--- src/rtl/countdown_pkg.sv ---
`default_nettype none
// ============================================================================
//  Module      : countdown_pkg
//  Description : Shared types and constants for the 12-bit countdown timer.
//                - state_t       : control FSM encoding (IDLE/RUN/PAUSED/DONE)
//                - DEFAULT_WIDTH : default counter width
//                - PRESCALE_MAX  : largest legal prescale ratio
//  Revision    : 1.0 - initial release
// ============================================================================
package countdown_pkg;

  localparam int DEFAULT_WIDTH = 12;
  localparam int PRESCALE_MAX  = 4096;

  typedef enum logic [1:0] {
    ST_IDLE   = 2'd0,
    ST_RUN    = 2'd1,
    ST_PAUSED = 2'd2,
    ST_DONE   = 2'd3
  } state_t;

endpackage
`default_nettype wire

--- src/rtl/tick_prescaler.sv ---
`default_nettype none
// ============================================================================
//  Module      : tick_prescaler
//  Description : Divides the enable stream by PRESCALE. The internal counter
//                advances only while en is high and wraps on the tick, so a
//                tick is produced on every PRESCALE-th enabled cycle.
//  Ports       : clk   - system clock
//                reset - synchronous active-high reset
//                clear - synchronous clear of the phase counter
//                en    - count enable
//                tick  - high in the enabled cycle that completes a period
//  Revision    : 1.0 - initial release
// ============================================================================
module tick_prescaler #(
  parameter int PRESCALE = 1
) (
  input  logic clk,
  input  logic reset,
  input  logic clear,
  input  logic en,
  output logic tick
);
  import countdown_pkg::*;

  // Sized for the largest legal ratio so any PRESCALE in 1..4096 fits.
  localparam int            CW     = $clog2(PRESCALE_MAX);
  localparam logic [CW-1:0] C_LAST = CW'(PRESCALE - 1);

  logic [CW-1:0] r_cnt;

  // With PRESCALE=1 the counter sits at 0 == C_LAST, so tick follows en.
  assign tick = en && (r_cnt == C_LAST);

  always_ff @(posedge clk) begin
    if (reset || clear) begin
      r_cnt <= '0;
    end else if (en) begin
      r_cnt <= tick ? '0 : r_cnt + 1'b1;
    end
  end

endmodule
`default_nettype wire

--- src/rtl/countdown_timer_12b.sv ---
`default_nettype none
// ============================================================================
//  Module      : countdown_timer_12b
//  Description : Loadable down-counting interval timer with start/pause
//                control, optional prescaler and auto-reload on expiry.
//  Ports       : clk         - system clock
//                reset       - synchronous active-high reset
//                load        - copy b into count and reload register, go IDLE
//                start       - begin / resume counting
//                pause       - freeze counting while running
//                reload_mode - 1: reload on expiry, 0: one-shot
//                b           - load value
//                c           - current count
//                busy        - high while running
//                done        - one-cycle expiry pulse
//                zero        - c == 0
//  Revision    : 1.0 - initial release
// ============================================================================
module countdown_timer_12b
  import countdown_pkg::*;
#(
  parameter int WIDTH    = DEFAULT_WIDTH,
  parameter int PRESCALE = 1
) (
  input  logic             clk,
  input  logic             reset,
  input  logic             load,
  input  logic             start,
  input  logic             pause,
  input  logic             reload_mode,
  input  logic [WIDTH-1:0] b,
  output logic [WIDTH-1:0] c,
  output logic             busy,
  output logic             done,
  output logic             zero
);

  state_t           r_state;
  state_t           w_state_next;
  logic [WIDTH-1:0] r_count;
  logic [WIDTH-1:0] w_count_next;
  logic [WIDTH-1:0] r_reload;
  logic             r_done;
  logic             w_done_next;

  logic             w_tick;
  logic             w_prescale_en;
  logic             w_count_zero;
  logic             w_count_one;
  logic             w_rearm;

  assign w_count_zero = (r_count == '0);
  assign w_count_one  = (r_count == WIDTH'(1));
  // Auto-reload only makes sense with a nonzero reload value; otherwise the
  // expiry falls back to one-shot behaviour.
  assign w_rearm      = reload_mode && (r_reload != '0);

  // The prescaler must not advance on the edge where pause or load wins,
  // so that a paused timer resumes at the same phase.
  assign w_prescale_en = (r_state == ST_RUN) && !pause && !load;

  tick_prescaler #(
    .PRESCALE (PRESCALE)
  ) u_prescaler (
    .clk   (clk),
    .reset (reset),
    .clear (load),
    .en    (w_prescale_en),
    .tick  (w_tick)
  );

  // Reload register only changes on load.
  always_ff @(posedge clk) begin
    if (reset) begin
      r_reload <= '0;
    end else if (load) begin
      r_reload <= b;
    end
  end

  // State register (also holds count and the registered done pulse).
  always_ff @(posedge clk) begin
    if (reset) begin
      r_state <= ST_IDLE;
      r_count <= '0;
      r_done  <= 1'b0;
    end else begin
      r_state <= w_state_next;
      r_count <= w_count_next;
      r_done  <= w_done_next;
    end
  end

  // Next-state logic. load dominates; start in RUN is a no-op so a
  // simultaneous pause still takes effect there.
  always_comb begin
    w_state_next = r_state;
    w_count_next = r_count;
    w_done_next  = 1'b0;
    if (load) begin
      w_state_next = ST_IDLE;
      w_count_next = b;
    end else begin
      case (r_state)
        ST_IDLE: begin
          if (start) begin
            if (w_count_zero) begin
              w_state_next = ST_DONE;
              w_done_next  = 1'b1;
            end else begin
              w_state_next = ST_RUN;
            end
          end
        end
        ST_PAUSED: begin
          if (start && !w_count_zero) begin
            w_state_next = ST_RUN;
          end
        end
        ST_RUN: begin
          if (pause) begin
            w_state_next = ST_PAUSED;
          end else if (w_tick) begin
            if (w_count_one) begin
              w_done_next = 1'b1;
              if (w_rearm) begin
                w_count_next = r_reload;
              end else begin
                w_count_next = '0;
                w_state_next = ST_DONE;
              end
            end else if (!w_count_zero) begin
              w_count_next = r_count - 1'b1;
            end
          end
        end
        ST_DONE: begin
          if (start) begin
            w_count_next = r_reload;
            if (r_reload != '0) begin
              w_state_next = ST_RUN;
            end
          end
        end
        default: begin
          w_state_next = ST_IDLE;
        end
      endcase
    end
  end

  // Output logic.
  always_comb begin
    c    = r_count;
    busy = (r_state == ST_RUN);
    done = r_done;
    zero = w_count_zero;
  end

endmodule
`default_nettype wire

--- config.mk ---
export PLATFORM = sky130hd
export DESIGN_NAME = countdown_timer_12b
export DESIGN_NICKNAME = d
export VERILOG_FILES = /design/src/rtl/countdown_pkg.sv /design/src/rtl/tick_prescaler.sv /design/src/rtl/countdown_timer_12b.sv
export SDC_FILE = /design/constraint.sdc
export NUM_CORES = 1
export LEC_CHECK = 0
export ABC_AREA = 1
export CORE_UTILIZATION = 38
export DETAILED_ROUTE_END_ITERATION = 6
export PLACE_DENSITY_LB_ADDON = 0.1
export SETUP_SLACK_MARGIN = 0.1
export SLEW_MARGIN = 10
export SYNTH_ARGS = -nofsm -noshare
export SYNTH_HDL_FRONTEND = slang
export SYNTH_SLANG_ARGS = --single-unit
--- constraint.sdc ---
create_clock -name clk -period 3.1 [get_ports clk]
set_clock_uncertainty 0.15 [all_clocks]
set_input_delay 0.31 -clock clk [delete_from_list [all_inputs] [get_ports clk]]
set_output_delay 0.31 -clock clk [all_outputs]
set_load 0.1 [all_outputs]
==> key figures, run 1 <==
Worst setup path
  • Nature of the critical path startpoint: flop
  • Most repeated library cell on the critical path: sky130_fd_sc_hd__nor2_2
  • Category of the most critical setup path: flop to primary output
  • Endpoint arrival time on the critical path: 1.65 ns
  • Stage delay of the slowest cell on the critical path: 0.35 ns
  • Cell chain of the critical path: nor2_1 -> nand2_1 -> nor2_2 -> inv_1 -> nor2_2 -> buf_4
  • Slowest cell on the critical path: sky130_fd_sc_hd__dfxtp_1
  • Endpoint type of the worst setup path: primary output
  • Max Fanout on Critical Path: 4
  • Required arrival time at the worst endpoint: 2.64 ns

Die
  • Width of the die: 84.0 um
  • Boundary Pins: 33
  • Floorplan die height: 84.0 um
  • Die Outline Area: 7060 um2
  • Standard-cell row count: 29
  • Initial standard-cell utilization of the core: 0.398
  • Core outline area: 6420 um2

Clocking
  • Post-CTS Setup Inserts: 0
  • Insertion delay to the later sink of the worst-skew pair: 0.30 ns
  • Post-cts sizing count: 0
  • Maximum buffer depth of the clock tree: 2
  • Clock H-tree levels: 2
  • Hold buffer count at cts: 0
  • Clock tree from TritonCTS: built
  • Post-CTS clock slew at the launch and capture registers of the worst setup and hold paths: 0.09 ns
  • Root cell of the clock tree: sky130_fd_sc_hd__clkbuf_8
  • TritonCTS buffer count: 5
  • Clock Sinks: 39

STA
  • Highest achievable clock rate: 0.474 GHz
  • Number of hold violations in the final report: 0
  • RSZ-0062 raised after global routing: no
  • Share of the cycle needed by the critical path after routing: 0.681
  • Total count of max-transition violations in the final report: 0
  • Final setup violation count: 0
  • Slew @ Worst Pin: 0.507 ns
  • Worst max-slew margin expressed relative to the limit: 0.660
  • Total Neg Setup Slack: 0 ns
  • Period minus WS final: 2.11 ns

Logic synthesis
  • Syn. warnings: 0
  • Average size of a mapped cell: 6.25 um2
  • Number of register bits inferred by synthesis: 39
  • Number of distinct library cells after synthesis: 34
  • Seq/Total Area, Yosys: 0.305
  • Number of synthesized flops with an enable pin: 0
  • Top FF cell, synth: sky130_fd_sc_hd__dfxtp_1
  • Net Count, Synth: 432
  • Async SR Flop Fraction: 0
  • Synthesized instance count: 409
  • Synthesized area: 2560 um2

Flow run
  • Count of maximum capacitance violations: 0

Min path
  • Path type of the worst min-delay path: flop to flop

Cells and area
  • Layout filler cell count: 699
  • Post-route core utilization: 0.468
  • Final Non-Filler Cells: 519
  • Diode insertion count for antenna repair: 0
  • Share of layout cells above drive strength 1: 0.109
  • Post-route cell area: 3010 um2
  • Area added between synthesis and finish: 17.6%
  • Net count reported at finish: 464

Power
  • IR Drop Worst-Case VDD: 0.203 mV
  • Fraction of power spent switching nets: 0.393
  • Cell-internal power: 0.000917 W
  • Comb pwr share: 0.339
  • Net load switching power: 0.000595 W
  • Power density of the placed cells: 503 nW/um2
  • Pleak: 1.39 nW
  • Part of the total power dissipated in sequential elements: 0.372
  • Clock network fraction of design power: 0.290

Place
  • Area after detailed placement: 2890 um2
  • Instance count after placement with tap cells included: 511
  • Final RePlAce weighted congestion: 0.881
  • Number of buffers inserted by port buffering: 32
  • Final HPWL from detailed placement: 4.84 mm

Global routing
  • Overall global routing resource usage: 0.193
  • Number of antenna violations at the first check in global routing: 0
  • First-pass GRT wire length: 11.0 mm
  • Via count of the first global-routing pass: 2453
  • Maximum number of pins on one net before global-route repair: 26
  • Overall overflow remaining after global route: 0

Detailed routing
  • Detailed router's first-iteration violation count: 105
  • WL/cell: 12.2 um
  • Post-route DRC violation count: 4
  • Post-detailed-route count of antenna-violating nets: 0
  • Via count of the routed design: 2538
  • Via density per instance: 4.89
  • Detailed Route WL: 6.31 mm
  • 1st-pass router iterations: 6

Run status
  • Outcome: complete, but fails checks
  • Failing checks: design-rule violations
-- metrics by stage --
step / hold WS (ns) / worst slack [ns] / power (W)
finish: 0.336 / 0.990 / 0.00151
floorplan: 0.274 / 0.434 / 0.000975
global placement: 0.319 / 0.726 / 0.00109
global route: 0.368 / 0.809 / 0.00160
detailed placement: 0.325 / 0.744 / 0.00109
CTS: 0.340 / 0.973 / 0.00153
-- cells in the mapped netlist (4+ instances only) --
master | instances | area, um2
sky130_fd_sc_hd__nand2_1 | 110 | 413
sky130_fd_sc_hd__nor2_1 | 67 | 251
sky130_fd_sc_hd__inv_1 | 57 | 214
sky130_fd_sc_hd__dfxtp_1 | 39 | 781
sky130_fd_sc_hd__nand3_1 | 34 | 170
sky130_fd_sc_hd__nand4_1 | 10 | 62.6
sky130_fd_sc_hd__o22ai_1 | 10 | 62.6
sky130_fd_sc_hd__xor2_1 | 10 | 87.6
sky130_fd_sc_hd__nor3_1 | 9 | 45.0
sky130_fd_sc_hd__o21ai_0 | 9 | 45.0
sky130_fd_sc_hd__a21oi_1 | 7 | 35.0
sky130_fd_sc_hd__nand2_2 | 6 | 37.5
sky130_fd_sc_hd__ha_1 | 5 | 62.6
sky130_fd_sc_hd__clkbuf_1 | 4 | 15.0
sky130_fd_sc_hd__nor2_2 | 4 | 25.0
-- state kept, by name, summed over array words and instances, names as in the netlist --
register,cells
done,1
r_reload,12
u_prescaler.r_cnt,12
r_state,2
c,12
-- power groups by stage --
stage / clock, W / sequential [W] / combinational [W]
finish: 0.000438 / 0.000562 / 0.000512
global route: 0.000466 / 0.000568 / 0.000567
CTS: 0.000449 / 0.000563 / 0.000515
global placement: 0 / 0.000574 / 0.000511
floorplan: 0 / 0.000706 / 0.000269
detailed placement: 0 / 0.000574 / 0.000512
-- worst paths after layout --
path	start	endpoint	slack [ns]	cells after the start
max	c[9]$_SDFFE_PP0P_	zero	0.99	6
min reg2reg	r_reload[3]$_SDFFE_PP0P_	r_reload[3]$_SDFFE_PP0P_	0.34	2
max reg2reg	c[1]$_SDFFE_PP0P_	c[10]$_SDFFE_PP0P_	1.11	11
min	r_reload[3]$_SDFFE_PP0P_	r_reload[3]$_SDFFE_PP0P_	0.34	2
-- per-layer routing --
| metal | share of wire | vias to the layer above | GRT usage |
|---|---|---|---|
| met5 | 0 | - | 0 |
| li1 | - | 1353 | - |
| met2 | 0.46 | 44 | 0.328 |
| met3 | 0.027 | 14 | 0.0346 |
| met1 | 0.49 | 1127 | 0.238 |
| met4 | 0.030 | 0 | 0.0799 |
-- critical path: cells and delay by family, from the launching register on --
family,cells,cell delay [ns]
simple gates,4,0.64
buf+inv,2,0.38
flops,1,0.35
-- cells in the final DEF (no fill, tap or decap), types with 2 or more instances in the layout --
cell type and n:
sky130_fd_sc_hd__nand3_2 2, sky130_fd_sc_hd__nor3_2 2, sky130_fd_sc_hd__ha_1 5, sky130_fd_sc_hd__o22ai_1 10, sky130_fd_sc_hd__a211oi_1 3, sky130_fd_sc_hd__nand2_2 6, sky130_fd_sc_hd__nand3_1 34, sky130_fd_sc_hd__nand2_1 110
sky130_fd_sc_hd__xor2_1 10, sky130_fd_sc_hd__nand3b_1 2, sky130_fd_sc_hd__clkbuf_8 5, sky130_fd_sc_hd__buf_4 18, sky130_fd_sc_hd__dfxtp_1 39, sky130_fd_sc_hd__a21oi_1 7, sky130_fd_sc_hd__clkdlybuf4s50_1 17, sky130_fd_sc_hd__o21ai_0 9
sky130_fd_sc_hd__nor3_1 9, sky130_fd_sc_hd__nand4_1 10, sky130_fd_sc_hd__inv_1 57, sky130_fd_sc_hd__nor2_2 5, sky130_fd_sc_hd__nor2_4 2, sky130_fd_sc_hd__nor2_1 66
-- cells by family after synthesis --
group / Yosys count / share of synthesized area
XOR/XNOR: 11 / 0.0377
buffers and inverters: 69 / 0.113
adder cells (fa/ha/maj): 5 / 0.0245
AND/OR/NAND/NOR: 250 / 0.436
AO/OA/AOI/OAI: 35 / 0.0837
flip-flops: 39 / 0.305
-- cell type report --
cell class / count / area (um2) / share of cell area
clock buffer: 5 / 68.8 / 0.0229
clock inverter: 3 / 43.8 / 0.0146
sequential: 39 / 781 / 0.260
multi-input combinational: 301 / 1490 / 0.496
tap: 77 / 96.3 / 0.0320
inverter: 59 / 221 / 0.0737
timing repair buffer: 35 / 305 / 0.102
No activity file was read; power rests on OpenSTA's default activity.
==> run 2: changes to the inputs <==
==> constraint.sdc (replaced) <==
create_clock -name clk -period 2.2 [get_ports clk]
set_clock_uncertainty 0.15 [all_clocks]
set_input_delay 0.22 -clock clk [delete_from_list [all_inputs] [get_ports clk]]
set_output_delay 0.22 -clock clk [all_outputs]
set_load 0.1 [all_outputs]
==> run 2 against run 1 <==
Net effect:
- the run still ends with design-rule violations left
- highest routed layer unchanged
- critical endpoint unchanged
- sequential share of layout area shrank 0.072 points
- non-clock buffer count is 9 higher
- clock-buffer cell count is the same
==> key figures, run 2 (same netlist as run 1, synthesis figures left out) <==
Die
  • Core outline area: 6420 um2
  • Standard-cell row count: 29
  • Floorplan die height: 84.0 um
  • Width of the die: 84.0 um
  • Initial standard-cell utilization of the core: 0.398
  • Boundary Pins: 33
  • Die Outline Area: 7060 um2

STA
  • Total count of max-transition violations in the final report: 0
  • Slack of the critical path: 0.304 ns
  • Total Neg Setup Slack: 0 ns
  • Slew @ Worst Pin: 0.395 ns
  • Period minus WS final: 1.90 ns
  • RSZ-0062 raised after global routing: no
  • Post-route worst hold slack: 0.334 ns
  • Number of hold violations in the final report: 0
  • Final setup violation count: 0
  • Worst max-slew margin expressed relative to the limit: 0.736
  • Share of the cycle needed by the critical path after routing: 0.862
  • Highest achievable clock rate: 0.527 GHz

Global routing
  • Number of antenna violations at the first check in global routing: 0
  • Overall overflow remaining after global route: 0
  • Overall global routing resource usage: 0.194
  • Via count of the first global-routing pass: 2342
  • Maximum number of pins on one net before global-route repair: 24
  • First-pass GRT wire length: 10.9 mm

Clocking
  • Clock Sinks: 39
  • Post-CTS Setup Inserts: 0
  • Clock tree from TritonCTS: built
  • Post-cts sizing count: 0
  • Maximum buffer depth of the clock tree: 2
  • Clock H-tree levels: 2
  • Hold buffer count at cts: 0
  • Root cell of the clock tree: sky130_fd_sc_hd__clkbuf_8
  • Post-CTS clock slew at the launch and capture registers of the worst setup and hold paths: 0.08 ns
  • TritonCTS buffer count: 5
  • Insertion delay to the later sink of the worst-skew pair: 0.29 ns

Place
  • Worst setup slack before clock tree synthesis: 0.116 ns
  • Area after detailed placement: 2990 um2
  • Final RePlAce weighted congestion: 0.840
  • Final HPWL from detailed placement: 5.06 mm
  • Instance count after placement with tap cells included: 520
  • Number of buffers inserted by port buffering: 32

Cells and area
  • Share of layout cells above drive strength 1: 0.151
  • Net count reported at finish: 473
  • Final Non-Filler Cells: 526
  • Most frequent cells in the layout: sky130_fd_sc_hd__nand2_1 (110), sky130_fd_sc_hd__nor2_1 (65), sky130_fd_sc_hd__inv_1 (57)
  • Leading cell type in the layout, fill and taps excluded: sky130_fd_sc_hd__nand2_1
  • Storage element area: 796 um2
  • Area of the multi-input gates: 1500 um2
  • Area added between synthesis and finish: 20.2%
  • Post-route cell area: 3070 um2
  • Layout filler cell count: 677
  • Diode insertion count for antenna repair: 0

Worst setup path
  • Slack of the worst reg-to-reg path: 0.31 ns
  • FF-to-FF Start: c[0]$_SDFFE_PP0P_
  • Slowest cell on the critical path: sky130_fd_sc_hd__dfxtp_2
  • Cell chain of the critical path: nor2_2 -> nand2_1 -> nor2_2 -> inv_1 -> nor2_4 -> buf_12
  • Buf+Inv Stages, Crit Path: 2
  • Category of the most critical setup path: flop to primary output
  • Kind of cell adding the most delay to the critical path: simple AND/OR/NAND/NOR gates
  • Endpoint arrival time on the critical path: 1.53 ns
  • Stage delay of the slowest cell on the critical path: 0.34 ns
  • Cell depth of the worst flop-to-flop path: 9
  • Launching element of the worst setup path: c[8]$_SDFFE_PP0P_
  • Endpoint type of the worst setup path: primary output
  • Last element of the critical path: zero
  • Worst path depth: 6
  • Most repeated library cell on the critical path: sky130_fd_sc_hd__nor2_2
  • Required arrival time at the worst endpoint: 1.83 ns
  • Worst R2R End: c[9]$_SDFFE_PP0P_
  • Nature of the critical path startpoint: flop
  • Max Fanout on Critical Path: 3

Detailed routing
  • Detailed Route WL: 6.58 mm
  • WL/cell: 12.5 um
  • Post-detailed-route count of antenna-violating nets: 0
  • 1st-pass router iterations: 6
  • Detailed router's first-iteration violation count: 119
  • Via density per instance: 4.93
  • Via count of the routed design: 2591
  • Post-route DRC violation count: 6

Run status
  • Outcome: complete, but fails checks
  • Failing checks: design-rule violations

Min path
  • Path type of the worst min-delay path: flop to flop
  • Number of instances on the worst hold path: 2

Power
  • IR Drop Worst-Case VDD: 0.315 mV
  • Pleak: 1.42 nW
  • Power density of the placed cells: 660 nW/um2

Flow run
  • Count of maximum capacitance violations: 0
[run 2: power breakdown]
part	internal [W]	switching (W)
logic	0.000225	0.000526
clock network	0.000211	0.000265
registers	0.000755	0.0000444
[run 2: stage by stage]
| step | util | power (W) |
|---|---|---|
| after detailed placement | 0.466 | 0.00157 |
| after global routing | 0.478 | 0.00215 |
| after global placement | 0.466 | 0.00156 |
| final | 0.478 | 0.00203 |
| after floorplan | - | 0.00138 |
| after CTS | 0.478 | 0.00205 |
[run 2: worst min-delay path, delay by kind of cell (launching register included)]
family | cells | cell delay (ns)
compound gates | 1 | 0.06
flops | 1 | 0.32
simple gates | 1 | 0.06
[run 2: worst min-delay path by stage]
| stage | slack [ns] | start | to |
|---|---|---|---|
| final | 0.33 | u_prescaler.r_cnt[11]$_SDFFE_PP0P_ | u_prescaler.r_cnt[11]$_SDFFE_PP0P_ |
| after global routing | 0.36 | r_reload[1]$_SDFFE_PP0P_ | r_reload[1]$_SDFFE_PP0P_ |
| after CTS | 0.34 | r_reload[2]$_SDFFE_PP0P_ | r_reload[2]$_SDFFE_PP0P_ |
| after detailed placement | 0.32 | r_reload[2]$_SDFFE_PP0P_ | r_reload[2]$_SDFFE_PP0P_ |
| after global placement | 0.32 | r_reload[2]$_SDFFE_PP0P_ | r_reload[2]$_SDFFE_PP0P_ |
| after floorplan | 0.18 | reset | r_reload[10]$_SDFFE_PP0P_ |
[run 2: layout make-up]
class | instances | share of cell area
repair buffers | 44 | 0.125
clock inverters | 1 | 0.00244
flip-flops and latches | 39 | 0.259
inverters | 59 | 0.0721
multi-input cells | 301 | 0.487
clock buffers | 5 | 0.0224
well taps | 77 | 0.0314
[run 2: metal layers]
metal  routed length, um  share of wire  GRT usage  vias up
met5                   0              0          0        -
met4                  80          0.012     0.0752        0
met3                 237          0.036     0.0307        7
met2                3060           0.47      0.322       40
met1                3200           0.49      0.253     1172
li1                    -              -          -     1372
==> run 3: changes to the inputs <==
--- a/config.mk
+++ b/config.mk
@@ -5,9 +5,9 @@
 export SDC_FILE = /design/constraint.sdc
 export NUM_CORES = 1
 export LEC_CHECK = 0
-export ABC_AREA = 1
 export CORE_UTILIZATION = 38
 export DETAILED_ROUTE_END_ITERATION = 6
+export HOLD_SLACK_MARGIN = 0.06
 export PLACE_DENSITY_LB_ADDON = 0.1
 export SETUP_SLACK_MARGIN = 0.1
 export SLEW_MARGIN = 10
==> run 3 against run 2 <==
Net effect:
- the flow now finishes without violations
- wire length fell by 9.1%
- critical path depth increased by 2
- hold slack improved by 0.016 ns
- synthesized cell count shrank 37%
- critical endpoint is now c[7]$_SDFFE_PP0P_
==> key figures, run 3 <==
Detailed routing
  • Via count of the routed design: 2093
  • Detailed router's first-iteration violation count: 109
  • Via density per instance: 5.44
  • Post-detailed-route count of antenna-violating nets: 0
  • 1st-pass router iterations: 4
  • WL/cell: 15.5 um
  • Post-route DRC violation count: 0
  • Detailed Route WL: 5.98 mm

Logic synthesis
  • Average size of a mapped cell: 8.56 um2
  • Synthesized instance count: 258
  • Share of synthesized cell area in full adder, half adder and majority cells: 0.0283
  • Number of distinct library cells after synthesis: 55
  • Async SR Flop Fraction: 0
  • Number of register bits inferred by synthesis: 39
  • Post-synthesis compound-gate area fraction: 0.182
  • Synth Area in XOR/XNOR: 0.0714
  • Net Count, Synth: 281
  • Fraction of the mapped netlist area in simple logic gates: 0.304
  • Seq/Total Area, Yosys: 0.354
  • Biggest area contributors in the synthesized netlist: sky130_fd_sc_hd__dfxtp_1 (35%), sky130_fd_sc_hd__xor2_1 (5.6%), sky130_fd_sc_hd__nand2_1 (4.9%)
  • Syn. warnings: 0
  • Library cell occupying the most area in the post-synthesis netlist: sky130_fd_sc_hd__dfxtp_1
  • Top FF cell, synth: sky130_fd_sc_hd__dfxtp_1
  • Dominant combinational cell family by area after synthesis: simple AND/OR/NAND/NOR gates
  • Mux share of post-synthesis cell area: 0.0249
  • Commonest cells in the netlist: sky130_fd_sc_hd__dfxtp_1 (39), sky130_fd_sc_hd__nand2_1 (29), sky130_fd_sc_hd__a21oi_1 (17), sky130_fd_sc_hd__nor2_1 (17), sky130_fd_sc_hd__xor2_1 (14)
  • Area share of the largest cell type after synthesis: 0.354
  • Leading cell type by number of instances after synthesis: sky130_fd_sc_hd__dfxtp_1
  • Synthesized area: 2210 um2
  • Number of synthesized flops with an enable pin: 0

Global routing
  • Via count of the first global-routing pass: 2054
  • GR Layer Usage met3: 0.0395
  • Overall global routing resource usage: 0.212
  • Overall overflow remaining after global route: 0
  • Met2 Track Usage GR: 0.330
  • Highest-utilization routing layer at the global route stage: met2
  • First-pass GRT wire length: 10.1 mm
  • GR Layer Usage met1: 0.287
  • Maximum number of pins on one net before global-route repair: 33
  • Number of antenna violations at the first check in global routing: 0

Run status
  • Outcome: completed

Die
  • Floorplan die height: 78.2 um
  • Initial standard-cell utilization of the core: 0.399
  • Die Outline Area: 6120 um2
  • Boundary Pins: 33
  • Width of the die: 78.2 um
  • Core outline area: 5540 um2
  • Standard-cell row count: 27

Cells and area
  • Most frequent cells in the layout: sky130_fd_sc_hd__buf_4 (37), sky130_fd_sc_hd__nand2_1 (29), sky130_fd_sc_hd__dfxtp_1 (26)
  • Diode insertion count for antenna repair: 0
  • Leading cell type in the layout, fill and taps excluded: sky130_fd_sc_hd__buf_4
  • Net count reported at finish: 335
  • Area added between synthesis and finish: 35.1%
  • Share of layout cells above drive strength 1: 0.300

Min path
  • Start point of the worst hold path: r_reload[7]$_SDFFE_PP0P_
  • Path type of the worst min-delay path: flop to flop

Clocking
  • TritonCTS buffer count: 5
  • Clock Sinks: 39
  • Clock H-tree levels: 2
  • Insertion delay to the later sink of the worst-skew pair: 0.30 ns
  • Root cell of the clock tree: sky130_fd_sc_hd__clkbuf_8
  • Post-CTS clock slew at the launch and capture registers of the worst setup and hold paths: 0.08 ns
  • Maximum buffer depth of the clock tree: 2
  • Clock tree from TritonCTS: built

STA
  • Post-route worst hold slack: 0.350 ns
  • Share of the cycle needed by the critical path after routing: 0.935
  • Number of hold violations in the final report: 0
  • Final setup violation count: 0
  • Highest achievable clock rate: 0.486 GHz
  • RSZ-0062 raised after global routing: yes
  • Worst max-slew margin expressed relative to the limit: 0.646
  • Slew @ Worst Pin: 0.530 ns
  • Period minus WS final: 2.06 ns
  • Total count of max-transition violations in the final report: 0

Worst setup path
  • Endpoint type of the worst setup path: flop
  • Category of the most critical setup path: flop to flop
  • Launching element of the worst setup path: c[0]$_SDFFE_PP0P_
  • Endpoint arrival time on the critical path: 2.11 ns
  • Required arrival time at the worst endpoint: 2.26 ns
  • FF-to-FF Start: c[0]$_SDFFE_PP0P_
  • Max Fanout on Critical Path: 5
  • Nature of the critical path startpoint: flop

Place
  • Final HPWL from detailed placement: 4.28 mm
  • Number of buffers inserted by port buffering: 32
  • Final RePlAce weighted congestion: 0.839

Power
  • IR Drop Worst-Case VDD: 0.339 mV
  • Pleak: 1.15 nW
  • Post-layout power: 0.00180 W
  • Power density of the placed cells: 602 nW/um2

Flow run
  • Count of maximum capacitance violations: 0
[run 3: changes by cell type after synthesis, sizes merged, moves of 6 or more]
cell,change
nand2,-88
nor2,-55
inv,-50
nand3,-29
nand2b,+12
a21oi,+9
and4,+8
a221oi,+6
[run 3: through the flow]
step / util / setup slack (ns) / cell area, um2 / cells / setup TNS, ns
2_1_floorplan: - / 0.0879 / 2280 / 258 / 0
3_3_place_gp: 0.503 / -0.0220 / 2790 / 373 / -0.143
3_5_place_dp: 0.503 / -0.0337 / 2790 / 373 / -0.255
4_1_cts: 0.522 / 0.0925 / 2890 / 381 / 0
5_1_grt: 0.539 / 0.0431 / 2980 / 385 / 0
6_report: 0.539 / 0.143 / 2980 / 385 / 0
[run 3: cells by family (layout without fill, tap and decap cells)]
logic type	Yosys count	count (layout)
and+or+nand+nor	113	114
xor gates and xnor gates	18	18
DFF	39	39
muxes	5	5
buffers and inverters	18	72
AOI/OAI and AO/OA	60	60
adders and majority gates	5	5
[run 3: worst max-delay path, cell delays in order (launching register included)]
cell	delay [ns]
sky130_fd_sc_hd__dfxtp_4	0.38
sky130_fd_sc_hd__inv_4	0.07
sky130_fd_sc_hd__ha_1	0.16
sky130_fd_sc_hd__nor3b_2	0.16
sky130_fd_sc_hd__and4_4	0.26
sky130_fd_sc_hd__o21ai_4	0.08
sky130_fd_sc_hd__buf_4	0.15
sky130_fd_sc_hd__or4b_1	0.47
sky130_fd_sc_hd__o221ai_1	0.09
[run 3: worst paths after layout]
check	endpoint	slack (ns)	cells after the start
min	r_reload[7]$_SDFFE_PP0P_	0.35	2
max reg2reg	c[7]$_SDFFE_PP0P_	0.14	8
max	c[7]$_SDFFE_PP0P_	0.14	8
min reg2reg	r_reload[7]$_SDFFE_PP0P_	0.35	2
[run 3: layer usage]
layer,part of all wire,up-vias
met1,0.50,991
met5,0,-
met4,0.019,0
met3,0.033,10
li1,-,1059
met2,0.45,33
[run 3: what timing repair did]
action / CTS / global route
pin swaps: 0 / 3
endpoints found under the setup margin: 2 / 13
setup buffers: 0 / 3
gates resized for setup: 1 / 14
hold buffers: 0 / 0
hold endpoints to repair: 0 / 0
cloned: 0 / 1
[run 3: cell type report]
type / count / area, um2
flip-flops and latches: 39 / 807
multi-input cells: 202 / 1460
clock buffers: 8 / 100
well taps: 72 / 90.1
fillers: 551 / 2560
repair buffers: 56 / 488
inverters: 8 / 35.0
[run 3: power by group]
part | internal (W) | total, W | switching, W
Clock | 0.000286 | 0.000544 | 0.000258
Sequential | 0.000735 | 0.000780 | 0.0000446
Combinational | 0.000188 | 0.000473 | 0.000285
